--- src/rtl/syn_pipeline_hazard_ctrl_pkg.sv ---
// Shared types and constants for the pipeline hazard controller.
package syn_pipeline_hazard_ctrl_pkg;

  // Controller state, 2-bit encoding
  typedef enum logic [1:0] {
    RUN    = 2'd0,
    LSTALL = 2'd1,
    DRAIN  = 2'd2,
    HALTED = 2'd3
  } hz_state_t;

  localparam int unsigned CNT_W_DEF        = 16;
  localparam int unsigned DRAIN_CYCLES_DEF = 2;
  localparam int unsigned DRAIN_CYCLES_MAX = 7;
  localparam int unsigned DCNT_W           = 3;

endpackage

--- src/rtl/syn_pipeline_hazard_ctrl_sat_counter.sv ---
// Saturating up-counter with synchronous active-low clear.
module sat_counter #(
  parameter int unsigned W = 16
) (
  input  logic         clk,
  input  logic         rst_n,
  input  logic         inc,
  output logic [W-1:0] q
);

  // Count up by one on inc, holding at all-ones
  always_ff @(posedge clk) begin
    if (!rst_n) begin
      q <= '0;
    end else if (inc && (q != {W{1'b1}})) begin
      q <= q + W'(1);
    end
  end

endmodule

--- src/rtl/syn_pipeline_hazard_ctrl.sv ---
// Per-stage hold/flush control for the 5-stage pipeline: load-use stalls,
// branch/jump flushes, halt drain, plus stall/flush event counters.
module syn_pipeline_hazard_ctrl
  import syn_pipeline_hazard_ctrl_pkg::*;
#(
  parameter int unsigned CNT_W        = CNT_W_DEF,
  parameter int unsigned DRAIN_CYCLES = DRAIN_CYCLES_DEF
) (
  input  logic             clk,
  input  logic             rst_n,
  input  logic             en,
  input  logic             load_use,
  input  logic             branch_taken,
  input  logic             jump,
  input  logic             halt_req,
  output logic             if_stall,
  output logic             id_stall,
  output logic             id_flush,
  output logic             ex_flush,
  output logic             stalled,
  output logic             halted,
  output logic [CNT_W-1:0] stall_cnt,
  output logic [CNT_W-1:0] flush_cnt
);

  // Drain counter preload: DRAIN_CYCLES cycles spent in DRAIN in total
  localparam logic [DCNT_W-1:0] DCNT_LOAD = DCNT_W'(DRAIN_CYCLES - 1);

  hz_state_t         state, state_nxt;
  logic [DCNT_W-1:0] dcnt, dcnt_nxt;
  logic              stall_inc;
  logic              flush_inc;

  // State and drain counter registers
  always_ff @(posedge clk) begin
    if (!rst_n) begin
      state <= RUN;
      dcnt  <= '0;
    end else begin
      state <= state_nxt;
      dcnt  <= dcnt_nxt;
    end
  end

  // Next-state and zero-latency control outputs
  always_comb begin
    state_nxt = state;
    dcnt_nxt  = dcnt;
    if_stall  = 1'b0;
    id_stall  = 1'b0;
    id_flush  = 1'b0;
    ex_flush  = 1'b0;
    stalled   = 1'b0;
    stall_inc = 1'b0;
    flush_inc = 1'b0;

    if (!en) begin
      // Frozen pipeline: hold front end, insert nothing, keep state
      if_stall = 1'b1;
      id_stall = 1'b1;
    end else begin
      case (state)
        RUN, LSTALL: begin
          state_nxt = RUN;
          if (halt_req) begin
            if_stall  = 1'b1;
            id_stall  = 1'b1;
            ex_flush  = 1'b1;
            state_nxt = DRAIN;
            dcnt_nxt  = DCNT_LOAD;
          end else if (branch_taken) begin
            // Younger load_use/jump are on the wrong path
            id_flush  = 1'b1;
            ex_flush  = 1'b1;
            flush_inc = 1'b1;
          end else if (load_use && (state == RUN)) begin
            // Jump in ID is retried once the bubble has gone in
            if_stall  = 1'b1;
            id_stall  = 1'b1;
            ex_flush  = 1'b1;
            stalled   = 1'b1;
            stall_inc = 1'b1;
            state_nxt = LSTALL;
          end else if (jump) begin
            id_flush  = 1'b1;
            flush_inc = 1'b1;
          end
        end
        DRAIN: begin
          if_stall = 1'b1;
          id_stall = 1'b1;
          ex_flush = 1'b1;
          if (dcnt == '0) begin
            state_nxt = HALTED;
          end else begin
            dcnt_nxt = dcnt - DCNT_W'(1);
          end
        end
        HALTED: begin
          if_stall = 1'b1;
          id_stall = 1'b1;
        end
        default: begin
          state_nxt = RUN;
        end
      endcase
    end
  end

  // Halt indication straight from the state
  assign halted = (state == HALTED);

  sat_counter #(.W(CNT_W)) u_stall_cnt (
    .clk   (clk),
    .rst_n (rst_n),
    .inc   (stall_inc),
    .q     (stall_cnt)
  );

  sat_counter #(.W(CNT_W)) u_flush_cnt (
    .clk   (clk),
    .rst_n (rst_n),
    .inc   (flush_inc),
    .q     (flush_cnt)
  );

endmodule

--- config.mk ---
export PLATFORM = sky130hd
export DESIGN_NAME = syn_pipeline_hazard_ctrl
export DESIGN_NICKNAME = d
export VERILOG_FILES = /design/src/rtl/syn_pipeline_hazard_ctrl_pkg.sv /design/src/rtl/syn_pipeline_hazard_ctrl_sat_counter.sv /design/src/rtl/syn_pipeline_hazard_ctrl.sv
export SDC_FILE = /design/constraint.sdc
export NUM_CORES = 1
export LEC_CHECK = 0
export CELL_PAD_IN_SITES_DETAIL_PLACEMENT = 0
export CELL_PAD_IN_SITES_GLOBAL_PLACEMENT = 2
export CORE_UTILIZATION = 27
export CTS_CLUSTER_DIAMETER = 120
export DETAILED_ROUTE_END_ITERATION = 12
export PLACE_DENSITY_LB_ADDON = 0.12
export SETUP_SLACK_MARGIN = 0.2
export SLEW_MARGIN = 20
export SYNTH_ARGS = -nofsm -noshare
export SYNTH_HDL_FRONTEND = slang
export SYNTH_SLANG_ARGS = --single-unit
export TNS_END_PERCENT = 100
--- constraint.sdc ---
create_clock -name clk -period 1.7 [get_ports clk]
set_clock_uncertainty 0.1 [all_clocks]
set_input_delay 0.17 -clock clk [delete_from_list [all_inputs] [get_ports clk]]
set_output_delay 0.17 -clock clk [all_outputs]
set_load 0.1 [all_outputs]
Yosys cells after proc, flatten, opt, wreduce, memory -nomap -nowiden
Index checks and enable logic that the tools add are counted.

cells by class
  add/subtract/negate cells = 3
  shifts and indexed selects = 0
  reductions and logical operators = 10
  multiply operators = 0
  bitwise gates (word level) = 0
  divide/modulo/power cells = 0
  muxes and demuxes = 26
  eq/ne operators = 8
  order comparisons = 0

operator list
  cell                     count
  $add A16 B1 Y16 const B  2
  $ne A16 B16 Y1 const B   2
  $mux W1                  18
  $mux W3                  2
  $ne A2 B2 Y1 const B     3
  $pmux W3 S2              1
  $eq A2 B2 Y1 const B     2
  $mux W2                  2
  $pmux W1 S2              2
  $pmux W2 S2              1
  $reduce_and A4 Y1        1
  $reduce_or A2 Y1         2
  $logic_and A1 B1 Y1      3
  $logic_not A3 Y1         1
  $reduce_and A3 Y1        1
  $sub A3 B1 Y3 const B    1
  $eq A2 B1 Y1 const B     1
  $logic_not A2 Y1         1
  $reduce_bool A2 Y1       1

storage, ports and cells
  RAM bits = 0
  output and inout bits = 38
  flip-flop bits (word level) = 37
  latch bits = 0
  memory bits (read-only) = 0
  memories kept = 0
  input bits = 7

Depth between registers and ports, before layout
  word-level depth = 8
  depth in mapped cells = 7
  gate-level depth less buffers = 7

By module
From an unflattened synthesis, not the netlist that was laid out.

unflattened totals
  cells, all modules = 240
  area, all modules = 2048.2 um^2

by module, submodules not included
  module                    cells an instance  area each (um^2)  times used
  sat_counter               97                 837.1             2
  syn_pipeline_hazard_ctrl  46                 374.1             1

Worst setup path after synthesis
Ideal clock, no wire load.

  path type = register to register
  start point = register u_stall_cnt.q[0]
  end point = register u_stall_cnt.q[14]
  cell stages (with the launch flop) = 6
  path slack = -0.918 ns
  arrival time = 2.448 ns
  clock period less this slack = 2.618 ns
  library setup time = 0.070 ns
  data required time = 1.530 ns
  path through = dfxtp_1 ha_1 nand4_4 or2_0 or4_1 a21oi_1

between the ends
  word-level cells in the longest chain between the ends = 2
  elaborated cells on any way between the ends = 3
  classes of those cells = add/sub (1); eq/ne (1); reduce/logical (1)

ends and longest elaborated chain
  item                                                     line                                        source
  from (decl)                                              syn_pipeline_hazard_ctrl_sat_counter.sv:8   output logic [W-1:0] q
  from (signal assigned)                                   syn_pipeline_hazard_ctrl_sat_counter.sv:16  q <= q + W'(1);
  branches (longest 2 deep; another with $add A16 B1 Y16)  n/a

Parallel ways; which one is timed is not known.
A chain may end at the register's enable or synchronous reset.

Final worst setup path
  start point = register state[0]
  end point = output id_flush

between the ends
  word-level cells in the longest chain between the ends = 7
  elaborated cells on any way between the ends = 9
  classes of those cells = eq/ne (1); mux (5); reduce/logical (3)

ends and longest elaborated chain
  item                    line                                                            source
  from (decl)             syn_pipeline_hazard_ctrl.sv:29                                  hz_state_t state, state_nxt;
  from (signal assigned)  syn_pipeline_hazard_ctrl.sv:40                                  state <= state_nxt;
  $logic_not A2 Y1        syn_pipeline_hazard_ctrl.sv:62, syn_pipeline_hazard_ctrl.sv:76
  $logic_and A1 B1 Y1     syn_pipeline_hazard_ctrl.sv:76                                  end else if (load_use && (state == RUN)) begin
  $mux W1                 syn_pipeline_hazard_ctrl.sv:76
  $mux W1                 syn_pipeline_hazard_ctrl.sv:71                                  end else if (branch_taken) begin
  $mux W1                 syn_pipeline_hazard_ctrl.sv:65                                  if (halt_req) begin
  $mux W1 *               syn_pipeline_hazard_ctrl.sv:62                                  case (state)
  $mux W1 *               syn_pipeline_hazard_ctrl.sv:57                                  if (!en) begin
  to (decl)               syn_pipeline_hazard_ctrl.sv:18                                  output logic id_flush,

Every way passes the cells marked *; elsewhere a longest branch is shown, timed or not.

==> flow_summary.toml <==
[routing]
wl_met2_mm = 3.23
drt-initial-drc-count = 66
postRouteWirelength_mm = 6.39
num_vias = 2247
postRouteAntennaNets = 0
top_layer_used = "met4"
dr.pass1.iters = 4
drc = 0
met3WireLength_microns = 209
wl_met1_mm = 2.85
wl_per_cell_microns = 14.3
via_per_inst = 5.03

[finish]
finalCoreUtilization = 0.571
fillers = 629
drive_above_1_share = 0.592
diodes = 0
nets = 358
layout_common_cells = "44 x buf_4, 41 x buf_12, 33 x dfxtp_4"
syn2layout_area_growth_pct = 99.8
final_common_cell = "buf_4"

[timing]
fin_crit_sh = 1.05
rsz0062_at_grt = "true"
slew_headroom = 0.769
hold_violations = 0
worst_pin_slew_ns = 0.345
layout_setup_ws_ns = -0.0935
setup_viol = 13
whs_ns = 0.295
fin_crit_ns = 1.79
fmax_mhz = 558
drv_slew = 0

[critical_path]
worstPathArrival_ns = 1.52
r2r-end = "u_stall_cnt.q[14]"
reg2regPathDepth = 5
endpoint_kind = "primary output"
crit_required_ns = 1.43
cp-start-kind = "register"
worstSetupPathType = "reg -> out"
rr_startpoint = "state[1]"
r2r_slack_ns = -0.06
cp_max_fo = 4

[power_and_ir_drop]
power_density_nw_per_um2 = 429
ir_worst_vdd_mv = 0.276
power_mw = 1.81
leakage_nw = 1.51

[logic_synthesis]
yosysSeqAreaShare = 0.350
synth_compound_area_frac = 0.169
synth_warnings = 0
synthCells = 241
synth_cell_types = 48
syn-num-nets = 252
synth_top_family_by_area = "simple AND/OR/NAND/NOR gates"
synth_adder_area_share = 0.0237
synth_mux_area_frac = 0.0615
synth.cell_area_sq_um = 2120
avgSynthCellArea_sq_um = 8.78
ys.flop_type = "dfxtp_1"
synth_edf_count = 0
yosys.area_share.simple = 0.341
synth_async_sr_flop_share = 0
synth-xor-area-share = 0
ys_ff_latch = 37

[grt]
grt_max_degree = 15
grt_pass1_wl_mm = 10.6
antenna_found_initial = 0
overflow = 0
grt_usage = 0.160
grt_pass1_vias = 2158

[floorplan]
rows = 31
initial_core_util = 0.286
die_area_sq_um = 8190
core_area_sq_um = 7410
io-pin-count = 45
fp.dieW_microns = 90.5
die-height_microns = 90.5

[clock_network]
hold_buffers = 0
clk_pin_slew_ns = 0.08
clkSinkCount = 37
cts_root_buffer = "clkbuf_8"
cts_tree = "done"
numCtsBuffers = 5
h-tree-depth = 2
clk_latency_ns = 0.29
clockBufferDepth = 2

[status]
violations = "negative setup slack"
status = "finished with violations"

[placed_design]
dp_hpwl_mm = 4.23
io_buffers = 44
pre_cts_slack_ns = -0.406
gp_congestion = 0.729

[hold_path]
holdPathStages = 4
hold_path_class = "in -> reg"
min-delay-start = "en"
hold_path_end = "state[1]"

[job]
maxCapViolations = 0
-- critical path, stage by stage, from the launching register on --
cell and delay [ns]:
dfxtp_2 0.35, or3b_4 0.40, o211ai_4 0.12, clkinvlp_4 0.17
buf_12 0.18
-- Yosys cell counts, drive strengths merged (3+ instances only) --
cell type	instances	share of area
a21oi	19	0.045
and3	3	0.0095
and4	3	0.012
buf	8	0.030
clkbuf	5	0.0089
dfxtp	37	0.35
ha	4	0.024
inv	9	0.016
mux2i	13	0.061
nand2	21	0.041
nand2b	13	0.038
nand3	16	0.040
nand4	9	0.037
nor2	8	0.014
nor4	10	0.037
nor4b	3	0.012
o21ai	8	0.019
o21bai	3	0.011
o311a	3	0.015
o31ai	11	0.039
or3	4	0.012
or4	10	0.035
-- flip-flops by register name, indices dropped and copies added, names as in the netlist --
signal	count
u_flush_cnt.q	16
state	2
dcnt	3
u_stall_cnt.q	16
-- per-stage QoR --
| step | std cells | setup TNS (ns) | area (sq um) |
|---|---|---|---|
| after floorplan | 241 | -3.11 | 2390 |
| after global placement | 413 | -9.64 | 3570 |
| after detailed placement | 413 | -10.38 | 3570 |
| after CTS | 439 | -0.993 | 4100 |
| after global routing | 447 | -1.68 | 4230 |
| final | 447 | -0.399 | 4230 |
-- area by class of cell --
class | count | area [sq um] | share of cell area
clock inverters | 2 | 10.0 | 0.00237
repair buffers | 112 | 1440 | 0.341
well taps | 99 | 124 | 0.0293
multi-input cells | 182 | 1670 | 0.394
flip-flops and latches | 37 | 868 | 0.205
clock buffers | 6 | 72.6 | 0.0172
inverters | 9 | 43.8 | 0.0104
-- cell families (layout without fill, tap and decap cells) --
group	count (synthesis)	count (layout)
adder cells (fa/ha/maj)	4	4
multiplexers	13	13
AND/OR/NAND/NOR	113	113
AO/OA/AOI/OAI	52	52
buffers and inverters	22	129
flip-flops	37	37
-- repair_timing --
action	CTS	global route
pin swaps	26	13
cloned	1	0
endpoints found under the setup margin	41	41
resized for setup	63	18
setup buffers	17	8
-- how the worst max path moves through the flow --
stage / start / endpoint / slack (ns) / depth (start not counted)
floorplan: state[0] / u_flush_cnt.q[1] / -0.25 / 6
global route: state[0] / id_flush / -0.14 / 4
CTS: state[0] / id_flush / -0.09 / 4
detailed placement: en / u_flush_cnt.q[9] / -0.41 / 6
finish: state[0] / id_flush / -0.09 / 4
global placement: halt_req / u_flush_cnt.q[9] / -0.40 / 6
-- report_power, final --
group | leakage [nW] | internal, mW | switching [mW]
Combinational | 1.14 | 0.166 | 0.200
Clock | 0.0450 | 0.285 | 0.328
Sequential | 0.326 | 0.827 | 0.00920
Total | 1.51 | 1.28 | 0.538
-- per-layer routing --
metal,vias up,GRT usage
met5,-,0
met4,0,0.0605
met3,8,0.0328
met2,52,0.271
met1,1056,0.198
li1,1131,-
Power figures use the tool's default switching activity.
